### src/rtl/trap_redirect_pkg.sv
// Shared constants and types for the trap sequencer and its decoder.
package trap_redirect_pkg;

  localparam logic [6:0]  SYSTEM_OPCODE = 7'b1110011;
  localparam logic [11:0] FUNCT12_ECALL = 12'h000;
  localparam logic [11:0] FUNCT12_MRET  = 12'h302;

  typedef enum logic [1:0] {
    ST_IDLE     = 2'd0,
    ST_TRAP     = 2'd1,
    ST_REDIRECT = 2'd2
  } state_t;

  typedef enum logic {
    KIND_ECALL = 1'b0,
    KIND_MRET  = 1'b1
  } trap_kind_t;

endpackage

### src/rtl/trap_redirect_if.sv
// Redirect channel from the trap sequencer (master) to instruction fetch (slave).
// Handshake: the master raises redirect_valid with redirect_pc and holds both
// stable until a cycle where redirect_ready is also high; that cycle is the
// transfer. redirect_ready may be high at any time and has no effect without valid.
interface trap_redirect_if #(
  parameter int XLEN = 64
);
  logic            redirect_valid;
  logic [XLEN-1:0] redirect_pc;
  logic            redirect_ready;

  modport master (
    output redirect_valid,
    output redirect_pc,
    input  redirect_ready
  );

  modport slave (
    input  redirect_valid,
    input  redirect_pc,
    output redirect_ready
  );
endinterface

### src/rtl/trap_decode.sv
// Combinational ECALL / MRET detector for a retiring instruction word.
module trap_decode
  import trap_redirect_pkg::*;
#(
  parameter int INST_LEN = 32
) (
  input  logic [INST_LEN-1:0] instr,
  input  logic                valid,
  output logic                is_ecall,
  output logic                is_mret
);

  logic sys_base;

  // A system op with funct3, rs1 and rd all zero; funct12 then picks the kind
  always_comb begin
    sys_base = valid
             && (instr[6:0]   == SYSTEM_OPCODE)
             && (instr[14:12] == 3'b000)
             && (instr[19:15] == 5'd0)
             && (instr[11:7]  == 5'd0);
    is_ecall = sys_base && (instr[31:20] == FUNCT12_ECALL);
    is_mret  = sys_base && (instr[31:20] == FUNCT12_MRET);
  end

endmodule

### src/rtl/trap_redirect.sv
// Trap sequencer between WB and the CSR file: pulses trap for a retiring
// ECALL/MRET, flushes the pipe and offers mtvec/mepc to fetch.
// Optional feature macro: TRAP_CNT_EN adds a 64-bit TRAP-cycle counter port.
module trap_redirect
  import trap_redirect_pkg::*;
#(
  parameter int XLEN     = 64,
  parameter int INST_LEN = 32
) (
  input  logic                clk,
  input  logic                rst,
  input  logic                wb_valid_i,
  input  logic [XLEN-1:0]     wb_pc_i,
  input  logic [INST_LEN-1:0] wb_instr_i,
  input  logic [XLEN-1:0]     mtvec_i,
  input  logic [XLEN-1:0]     mepc_i,
  output logic                trap_o,
  output logic [XLEN-1:0]     csr_pc_o,
  output logic [INST_LEN-1:0] csr_instr_o,
  output logic                flush_o,
  output logic                wb_stall_o,
`ifdef TRAP_CNT_EN
  output logic [63:0]         trap_cnt_o,
`endif
  output state_t              dbg_state_o,
  trap_redirect_if.master     redir
);

  localparam logic [XLEN-1:0] ALIGN_MASK = ~{{(XLEN-2){1'b0}}, 2'b11};

  state_t                state_q, state_d;
  trap_kind_t            kind_q, kind_d;
  logic                  trap_q, trap_d;
  logic                  flush_q, flush_d;
  logic                  stall_q, stall_d;
  logic                  rvalid_q, rvalid_d;
  logic [XLEN-1:0]       csr_pc_q, csr_pc_d;
  logic [INST_LEN-1:0]   csr_instr_q, csr_instr_d;
  logic [XLEN-1:0]       rpc_q, rpc_d;
  logic                  is_ecall, is_mret;

  trap_decode #(.INST_LEN(INST_LEN)) u_decode (
    .instr    (wb_instr_i),
    .valid    (wb_valid_i),
    .is_ecall (is_ecall),
    .is_mret  (is_mret)
  );

  // Next state and next registered outputs; outputs describe the state being entered
  always_comb begin
    state_d     = state_q;
    kind_d      = kind_q;
    trap_d      = 1'b0;
    flush_d     = 1'b0;
    stall_d     = 1'b0;
    rvalid_d    = 1'b0;
    csr_pc_d    = csr_pc_q;
    csr_instr_d = '0;
    rpc_d       = rpc_q;
    case (state_q)
      ST_IDLE: begin
        csr_pc_d = '0;
        rpc_d    = '0;
        if (is_ecall || is_mret) begin
          state_d     = ST_TRAP;
          kind_d      = is_mret ? KIND_MRET : KIND_ECALL;
          csr_pc_d    = wb_pc_i;
          csr_instr_d = wb_instr_i;
          trap_d      = 1'b1;
          flush_d     = 1'b1;
          stall_d     = 1'b1;
        end
      end
      ST_TRAP: begin
        // Target sampled now, before the CSR trap edge rewrites mepc
        state_d  = ST_REDIRECT;
        rpc_d    = ((kind_q == KIND_MRET) ? mepc_i : mtvec_i) & ALIGN_MASK;
        rvalid_d = 1'b1;
        flush_d  = 1'b1;
        stall_d  = 1'b1;
      end
      ST_REDIRECT: begin
        if (redir.redirect_ready) begin
          state_d  = ST_IDLE;
          csr_pc_d = '0;
          rpc_d    = '0;
        end else begin
          rvalid_d = 1'b1;
          flush_d  = 1'b1;
          stall_d  = 1'b1;
        end
      end
      default: begin
        state_d  = ST_IDLE;
        csr_pc_d = '0;
        rpc_d    = '0;
      end
    endcase
  end

  // State and output registers with synchronous reset
  always_ff @(posedge clk) begin
    if (rst) begin
      state_q     <= ST_IDLE;
      kind_q      <= KIND_ECALL;
      trap_q      <= 1'b0;
      flush_q     <= 1'b0;
      stall_q     <= 1'b0;
      rvalid_q    <= 1'b0;
      csr_pc_q    <= '0;
      csr_instr_q <= '0;
      rpc_q       <= '0;
    end else begin
      state_q     <= state_d;
      kind_q      <= kind_d;
      trap_q      <= trap_d;
      flush_q     <= flush_d;
      stall_q     <= stall_d;
      rvalid_q    <= rvalid_d;
      csr_pc_q    <= csr_pc_d;
      csr_instr_q <= csr_instr_d;
      rpc_q       <= rpc_d;
    end
  end

`ifdef TRAP_CNT_EN
  logic [63:0] cnt_q, cnt_d;

  // One count per cycle spent in TRAP; natural wrap at 2^64
  always_comb begin
    cnt_d = cnt_q;
    if (state_q == ST_TRAP) cnt_d = cnt_q + 64'd1;
  end

  // Counter register
  always_ff @(posedge clk) begin
    if (rst) cnt_q <= '0;
    else     cnt_q <= cnt_d;
  end

  assign trap_cnt_o = cnt_q;
`endif

  assign trap_o               = trap_q;
  assign flush_o              = flush_q;
  assign wb_stall_o           = stall_q;
  assign csr_pc_o             = csr_pc_q;
  assign csr_instr_o          = csr_instr_q;
  assign redir.redirect_valid = rvalid_q;
  assign redir.redirect_pc    = rpc_q;
  assign dbg_state_o          = state_q;

endmodule

### src/flat_wrapper.sv
// flat-port wrapper written by rule: the top's interface ports become plain ports
module trap_redirect_flat import trap_redirect_pkg::*;
#(
  parameter int XLEN     = 64,
  parameter int INST_LEN = 32
)
  (clk, rst, wb_valid_i, wb_pc_i, wb_instr_i, mtvec_i, mepc_i, trap_o, csr_pc_o, csr_instr_o, flush_o, wb_stall_o, dbg_state_o, redir_redirect_valid, redir_redirect_pc, redir_redirect_ready);
  trap_redirect_if #(.XLEN(XLEN)) redir_i ();
  input  logic clk;
  input  logic rst;
  input  logic wb_valid_i;
  input  logic [XLEN-1:0] wb_pc_i;
  input  logic [INST_LEN-1:0] wb_instr_i;
  input  logic [XLEN-1:0] mtvec_i;
  input  logic [XLEN-1:0] mepc_i;
  output logic trap_o;
  output logic [XLEN-1:0] csr_pc_o;
  output logic [INST_LEN-1:0] csr_instr_o;
  output logic flush_o;
  output logic wb_stall_o;
  output state_t dbg_state_o;
  output wire logic [$bits(redir_i.redirect_valid)-1:0] redir_redirect_valid;
  output wire logic [$bits(redir_i.redirect_pc)-1:0] redir_redirect_pc;
  input wire logic [$bits(redir_i.redirect_ready)-1:0] redir_redirect_ready;
  assign redir_redirect_valid = redir_i.redirect_valid;
  assign redir_redirect_pc = redir_i.redirect_pc;
  assign redir_i.redirect_ready = redir_redirect_ready;
  trap_redirect #(.XLEN(XLEN), .INST_LEN(INST_LEN)) u_core (.clk(clk), .rst(rst), .wb_valid_i(wb_valid_i), .wb_pc_i(wb_pc_i), .wb_instr_i(wb_instr_i), .mtvec_i(mtvec_i), .mepc_i(mepc_i), .trap_o(trap_o), .csr_pc_o(csr_pc_o), .csr_instr_o(csr_instr_o), .flush_o(flush_o), .wb_stall_o(wb_stall_o), .dbg_state_o(dbg_state_o), .redir(redir_i));
endmodule
### config.mk
export PLATFORM = sky130hd
export DESIGN_NAME = trap_redirect_flat
export DESIGN_NICKNAME = d
export VERILOG_FILES = /design/src/rtl/trap_redirect_pkg.sv /design/src/rtl/trap_redirect_if.sv /design/src/rtl/trap_decode.sv /design/src/rtl/trap_redirect.sv /design/src/flat_wrapper.sv
export SDC_FILE = /design/constraint.sdc
export NUM_CORES = 1
export LEC_CHECK = 0
export CAP_MARGIN = 10
export CORE_AREA = 2 2 155 157
export DETAILED_ROUTE_END_ITERATION = 12
export DIE_AREA = 0 0 157 159
export GPL_ROUTABILITY_DRIVEN = 0
export PLACE_DENSITY = 0.67
export SLEW_MARGIN = 30
export SYNTH_ARGS = -nofsm -noshare
export SYNTH_HDL_FRONTEND = slang
export SYNTH_HIERARCHICAL = 1
export SYNTH_SLANG_ARGS = --single-unit
### constraint.sdc
create_clock -name clk -period 5.08 [get_ports clk]
set_clock_uncertainty 0.05 [all_clocks]
set_input_delay 0.508 -clock clk [delete_from_list [all_inputs] [get_ports clk]]
set_output_delay 0.508 -clock clk [all_outputs]
set_load 0.01 [all_outputs]
==> out/results.txt, run 1 <==
Once placement finished, the instance area stood at 0.0112 sq mm. The clock passes through at most 2 buffers. After synthesis, flip-flops and latches occupy 45.4% of the total area.

Setup repair after global routing left no endpoint under its margin. In the final layout, the share of cells above drive strength 1 is 14.4%. Fill cells in the final layout number 2127. The antenna diode instance count is 0, and the count of buffers added by post-CTS timing repair for setup is 0.

The post-detailed-route via-to-cell ratio works out to 4.70. The switching power came out at 674 uW. The via count of the first global-routing pass was 6435. The data required time at the worst endpoint is 5.38 ns, and the proportion of power drawn by the clock network is 45.1%. In the global route stage, overall resource usage came out at 17.6%. After routing, the total negative slack on setup checks comes to 0 ns.

After clock tree synthesis, the flow added hold-fix buffers numbering 0. The actual slew at the worst max-slew pin is 0.987 ns, and the area of the mapped netlist is 0.00723 sq mm. Setup violations remaining at the end of the flow were counted as 0. Across all setup checks in the final design, the least slack found is 2.03 ns.

The Yosys step of the flow raised 6 warnings. The count of buffers added on input and output ports is 387. The routed layout has 6721 vias.

The critical path in this run is classified as input pin to flop. Prior to clock tree synthesis, the placed netlist has a worst setup slack of 1.63 ns. In this run the power density over the cells is 237 mW/mm^2.

The unique cell type count in the Yosys netlist was 35; the static leakage power was 0.00398 uW. After layout, the minimum clock period comes to 3.05 ns. The average instance in the mapped netlist occupies 9.58 sq um. The sequential cell area in the final layout was 0.00328 sq mm; the number of max-cap violations was 0. Summing the areas of all compound-gate instances in the mapped netlist gives 16.7% of the synthesized area. In this run the worst path has a maximum fanout of 65.

Before antenna repair, the detailed router went through 4 iterations. The die is 157 um wide. The worst setup path is captured at a flop.

The type of origin of the critical path is an input pin. The synthesized design spends more area on one cell type than any other, namely dfxtp_1. Headroom to the max-slew limit came out at 34.2%. The total number of nets in the final design is 1331. The worst register-to-register path begins at u_core/dbg_state_o[1].

The routed design has 23.0 mm of wire. Counting instances, the worst hold path has a depth of 2. Source of the worst hold timing path: u_core/redir.redirect_pc[56]. The number of storage elements in the synthesis netlist is 164, and the portion of synthesized cell area occupied by the leading cell type is 45.4%. For this run, asynchronously set or reset flops after synthesis account for 0%. The DRC violations left is 0, and the number of antenna violations at the first check in global routing is 0. The DRC marker count from the first detailed-route iteration came out at 249. The top achievable clock speed was 0.328 GHz.

The dominant combinational cell family by area after synthesis is simple AND/OR/NAND/NOR gates. Path class of the lowest-slack min-delay path: flop to flop. The floorplan has 56 rows. The basic-gate share of the synthesized area counting and, or, nand and nor cells was 17.2%; the count of pins over their slew limit was 0. The initial cell density of the core was 31.2%. Clock tree synthesis found a total of 164 sinks.

The area of the placeable core is 0.0232 sq mm. The setup slack of the worst register-to-register path came out at 2.28 ns. At the end of the flow the core is filled with cells to 50.9%. The logs give 3.35 ns for the arrival time of the worst setup path and 755 for the cell count after synthesis. The internal portion of total power was 2130 uW.

The post-synthesis to final-layout area growth works out to 63.3%. The number of hold-slack violations in the final timing report is 0, and the post-route cell area is 0.0118 sq mm. The number of nets with antenna violations after detailed routing came out at 0. Per report_power, the combinational group accounts for 9.1% of the total.

Once detailed placement completed, the half-perimeter wirelength came to 16.1 mm. The post-synthesis adder-cell area fraction came out at 1.04%. Dividing the detail-routed wire length by the instance count gives 16.1 um.

Registers are responsible for 45.8% of the overall power. The clock input transition at the sequential cells of the worst setup and hold paths was 0.07 ns. The die area came out at 0.0250 sq mm. Critical register-to-register path endpoint: u_core/csr_pc_o[49].

For this run, the slowest stage of the critical path takes 0.48 ns. The logs give 17 for the number of CTS-inserted buffers and 194 uV for the peak supply drop. In the synthesized netlist the dominant register cell turns out to be dfxtp_1. The fraction of power spent switching nets was 24.1%. In this run, post-CTS repair resized a total of 0 instances.

The first global-routing pass estimated 35.0 mm of wire. By area the synthesized netlist is led by dfxtp_1 (45%), mux2_2 (9.7%), o32ai_2 (9.4%). Summing all multi-input logic gate instances after layout gives 0.00328 sq mm. Clock latency on the worst-skew pair, taken at its later pin, is 0.41 ns. Count of flip-flops with a built-in enable after synthesis: 0. TritonCTS built the clock tree.

dfxtp_1 is the most common cell in the netlist. In the synthesized netlist, the cells that appear most often are dfxtp_1 (164), nand3_1 (127), inv_1 (66). The worst reg2reg path depth is 7.

After Yosys synthesis, XOR and XNOR cells account for 0% of the synthesized area. Clock tree synthesis selected as its root buffer the cell clkbuf_16. The sum of internal, switching and leakage power is 2800 uW, and the total overflow reported by the global router is 0. On the critical path, the stage with the largest delay is an instance of inv_2. The die is 159 um tall. Dividing the final minimum period by the clock period gives 60.0%.

The run finished with clean final reports. In this run the number of H-tree levels came out at 4. The tools report the top-level I/O count as 394. The worst hold path terminates at u_core/redir.redirect_pc[56].

Walking the worst path, the cells encountered are clkdlybuf4s50_1, nor4_1, nand4_1, nor3_1, o21ai_1, or2_2, buf_4, inv_2, and2_1. Entering global routing, the biggest net connects 86 pins. Multiplexer cells account for 9.93% of the synthesized area.
[power by group through the flow]
stage	sequential [uW]	combinational, uW	clock (uW)
finish	1280	255	1260
global placement	1310	252	0
floorplan	1310	65.8	0
detailed placement	1310	252	0
global route	1280	272	1360
CTS	1280	254	1310
[per-stage QoR]
| step | cells | hold slack, ns |
|---|---|---|
| 2_1_floorplan | 756 | 0.426 |
| 3_3_place_gp | 1394 | 0.386 |
| 3_5_place_dp | 1395 | 0.392 |
| 4_1_cts | 1427 | 0.402 |
| 5_1_grt | 1429 | 0.416 |
| 6_report | 1429 | 0.399 |
[critical path: cells and delay by family]
family	cells	cell delay, ns
buffers and inverters	3	1.31
AND/OR/NAND/NOR	5	1.36
AO/OA/AOI/OAI	1	0.15
[area by class of cell]
type	instances	area share [%]
multi-input combinational	448	27.8
clock buffer	17	3.60
inverter	68	2.18
sequential	164	27.8
clock inverter	15	1.32
timing repair buffer	398	33.9
tap	319	3.38
[sequential cells by signal, summed over array words and instances (netlist names)]
register                     count
u_core/csr_instr_o              32
u_core/csr_pc_o                 64
u_core/dbg_state_o               2
u_core/kind_q                    1
u_core/redir.redirect_pc        62
u_core/redir.redirect_valid      1
u_core/trap_o                    1
u_core/wb_stall_o                1
[metal layers]
metal | vias to the layer above | track usage, % | share of wire [%]
met5 | - | 0 | 0
li1 | 3313 | - | -
met2 | 266 | 29.8 | 48
met4 | 0 | 5.88 | 2.3
met3 | 27 | 5.63 | 8.0
met1 | 3115 | 21.0 | 42
[layout by cell type, fill, tap and decap left out, types with 9 or more instances in the layout]
cell             Yosys  final
clkdlybuf4s50_1      0    386
dfxtp_1            164    163
nand3_1            127    127
inv_1               66     66
a21oi_1             63     63
nand2_1             63     63
mux2_2              62     62
o32ai_2             42     42
and2_1              32     32
o32ai_1             22     22
clkbuf_16            0     17
buf_4               13      9
[worst max path at each step]
stage / from / endpoint / slack, ns / cells after the start
global placement: wb_instr_i[15] / u_core/csr_instr_o[19] / 1.62 / 9
CTS: wb_instr_i[9] / u_core/csr_instr_o[5] / 2.06 / 9
detailed placement: wb_instr_i[9] / u_core/csr_instr_o[1] / 1.63 / 9
global route: wb_instr_i[15] / u_core/csr_instr_o[5] / 1.75 / 9
finish: wb_instr_i[15] / u_core/csr_instr_o[5] / 2.03 / 9
floorplan: wb_instr_i[7] / u_core/csr_pc_o[0] / 3.02 / 8
[cell families (layout without fill, tap and decap cells)]
kind of cell,count (synthesis),count (layout)
AND/OR/NAND/NOR,246,246
flip-flops,164,164
buffers and inverters,144,498
AO/OA/AOI/OAI,130,130
multiplexers,64,64
adder cells (fa/ha/maj),6,6
other,1,2
Note: power is estimated with default switching activity, not from simulation.
==> run 2, diff against run 1 <==
--- a/config.mk
+++ b/config.mk
@@ -6,11 +6,11 @@
 export NUM_CORES = 1
 export LEC_CHECK = 0
 export CAP_MARGIN = 10
-export CORE_AREA = 2 2 155 157
+export CORE_AREA = 2 2 152 154
 export DETAILED_ROUTE_END_ITERATION = 12
-export DIE_AREA = 0 0 157 159
+export DIE_AREA = 0 0 154 156
 export GPL_ROUTABILITY_DRIVEN = 0
-export PLACE_DENSITY = 0.67
+export PLACE_DENSITY = 0.69
 export SLEW_MARGIN = 30
 export SYNTH_ARGS = -nofsm -noshare
 export SYNTH_HDL_FRONTEND = slang
==> constraint.sdc (replaced) <==
create_clock -name clk -period 2.9 [get_ports clk]
set_clock_uncertainty 0.05 [all_clocks]
set_input_delay 0.29 -clock clk [delete_from_list [all_inputs] [get_ports clk]]
set_output_delay 0.29 -clock clk [all_outputs]
set_load 0.01 [all_outputs]
==> out/results.txt, run 2 (synthesized netlist as in run 1, its figures left out) <==
The tools report the non-filler instance count after layout as 1402 (-1.9%). Actual slew at the worst max-slew pin: 0.716 ns (-0.272 ns). The DRC violations left is 0 (unchanged).

The x dimension of the die works out to 154 um (-1.9%). The worst hold path belongs to the class input pin to flop. The quantity of hold-fixing buffers added after cts was 0 (unchanged); the proportion of layout cells with a drive suffix above 1 was 14.9% (+0.45 points). The post-route cell area is 0.0119 sq mm (+0.69%), and the power per cell area is 428 mW/mm^2 (+80%). The run gives 6522 (+1.4%) as the via count of the first global-routing pass. The clock input transition at the sequential cells of the worst setup and hold paths works out to 0.07 ns (about the same).

The number of hold-slack violations in the final timing report was 0 (unchanged); the maximum level of the CTS H-tree was 4 (unchanged). Peak supply drop: 327 uV (+69%). Leaving out fill and tap cells, the most frequent cell in the layout is clkdlybuf4s50_1. The number of gates resized after cts is 0 (unchanged), and the post-detailed-route via-to-cell ratio is 4.79 (+1.8%). The final critical path takes up 75.8% of the cycle.

The worst setup path is of the input pin to flop kind. The fraction of power spent switching nets was 22.1% (-2.0 points); the number of placed cells counting well taps was 1370 (-1.8%). For the number of vias after detailed routing, the log shows 6714 (-0.10%). The total number of nets in the final design was 1338 (+0.53%); the worst slew margin relative to its limit was 52.3% (+18 points). The logs give 32.3% (+1.2 points) for the initial cell density of the core and 0.00404 uW (+1.6%) for the static leakage power. For the floorplan row count, the log shows 55 (-1.8%). The number of nets with antenna violations after detailed routing came out at 0 (unchanged).

Maximum net fanout on the critical path: 64 (-1.5%). The library cells used most frequently in the layout, excluding fill and tap cells, are clkdlybuf4s50_1 (386), dfxtp_1 (163), nand3_1 (127). The total overflow reported by the global router came out at 0 (unchanged). The worst setup path is captured at a flop. Setup repair after global routing left no endpoint under its margin. For the wire length of the first global-routing pass, the log shows 36.0 mm (+2.9%).

The data required time at the worst endpoint came out at 3.16 ns (-2.22 ns). For the placed wire-length estimate after detailed placement, the log shows 16.4 mm (+1.8%). The run gives 77 (-10%) as the maximum number of pins on one net before global-route repair. From synthesis to final layout, the design area changed by 64.4%. For the count of buffers added by post-CTS timing repair for setup, the log shows 0 (unchanged). The proportion of power drawn by the clock network was 47.1% (+2.0 points); the combinational group share of total power was 8.7% (-0.4 points). Number of max-cap violations: 0 (unchanged). The utilization of the core after routing came out at 53.2% (+2.2 points). For the sequential fraction of design power, the log shows 44.3% (-1.5 points). The internal portion of total power is 3960 uW (+86%), and the number of CTS-inserted buffers is 17 (unchanged). The run finished with clean final reports.

TritonCTS built the clock tree. The number of antenna violations at the first check in global routing is 0 (unchanged). The run gives 0 ns (unchanged) as the total negative setup slack.

Height of the die: 156 um (-1.9%). The shortest clock period the worst path allows after layout is 2.20 ns, and the iteration count of the initial detailed-routing pass is 4 (unchanged). The flip-flop count of the largest register after layout is 64 (unchanged), and the switching power is 1120 uW (+67%). The logs give 394 (unchanged) for the top-level I/O count and 0.0113 sq mm (+0.83%) for the cell area after placement.

For the worst-skew pair later-pin latency, the log shows 0.41 ns (about the same). The count of pins over their slew limit was 0 (unchanged); the total wirelength of the detailed-routed design was 23.1 mm (+0.42%). The tools report the filler cell count in the final layout as 2014 (-5.3%).

The arrival time of the worst setup path was 2.46 ns (-0.89 ns). The quantity of I/O buffers inserted on ports is 387 (unchanged), and the total routing usage reported by global routing is 18.8% (+1.2 points). The logs give 356 (+43%) for the DRC marker count from the first detailed-route iteration and 0 (unchanged) for the antenna diode instance count. The clock sink count came out at 164 (unchanged).

Based on the critical path, the design can be clocked at up to 0.455 GHz. Die area: 0.0240 sq mm (-3.8%). The average detailed-routed wire length per instance came out at 16.5 um (+2.4%). The tools report the type of origin of the critical path as an input pin. The maximum buffer depth of the clock tree is 2 (unchanged), and the number of setup violations in the final report is 0 (unchanged). Area of the placeable core: 0.0224 sq mm (-3.6%). The tools report the clock root buffer as clkbuf_16.
[run 2: power by group through the flow]
stage	registers (uW)	logic, uW	clock network [uW]
after floorplan	2300	115	0
after global placement	2300	440	0
after detailed placement	2300	440	0
after CTS	2250	444	2460
after global routing	2250	473	2560
final	2250	440	2390
[run 2: path summary, 6_finish.rpt]
check	startpoint	end	cells after the start	slack (ns)
hold reg to reg	u_core/redir.redirect_pc[10]	u_core/redir.redirect_pc[10]	2	0.40
hold / removal	rst	u_core/trap_o	3	0.35
setup / recovery	wb_instr_i[18]	u_core/csr_pc_o[51]	8	0.70
setup reg to reg	u_core/dbg_state_o[1]	u_core/csr_pc_o[25]	6	0.89
[run 2: layer usage]
metal | share of wire, % | global-route usage (%) | up-vias
met5 | 0 | 0 | -
met4 | 1.9 | 5.61 | 0
li1 | - | - | 3318
met1 | 41 | 22.5 | 3087
met2 | 49 | 32.4 | 286
met3 | 8.0 | 5.97 | 23
[run 2: through the flow]
stage               hold slack (ns)  worst slack [ns]  total power [uW]
CTS                           0.350             0.716              5160
floorplan                     0.362              1.06              2420
global placement              0.387             0.303              2740
finish                        0.349             0.703              5080
global route                  0.384             0.498              5280
detailed placement            0.392             0.281              2740
[run 2: cell type report]
cell class              instances  area [sq um]  share of cell area, %
repair buffers                405          4090                   34.4
multi-input cells             448          3280                   27.6
clock buffers                  18           429                   3.61
inverters                      68           255                   2.15
well taps                     285           357                   3.00
flip-flops and latches        164          3280                   27.6
clock inverters                14           189                   1.59
[run 2: worst max-delay path: stages]
cell             delay, ns
clkdlybuf4s50_1       0.45
nor4_1                0.29
nand4_1               0.19
nor3_1                0.33
o21ai_1               0.16
or2_4                 0.27
buf_12                0.22
o32ai_1               0.21
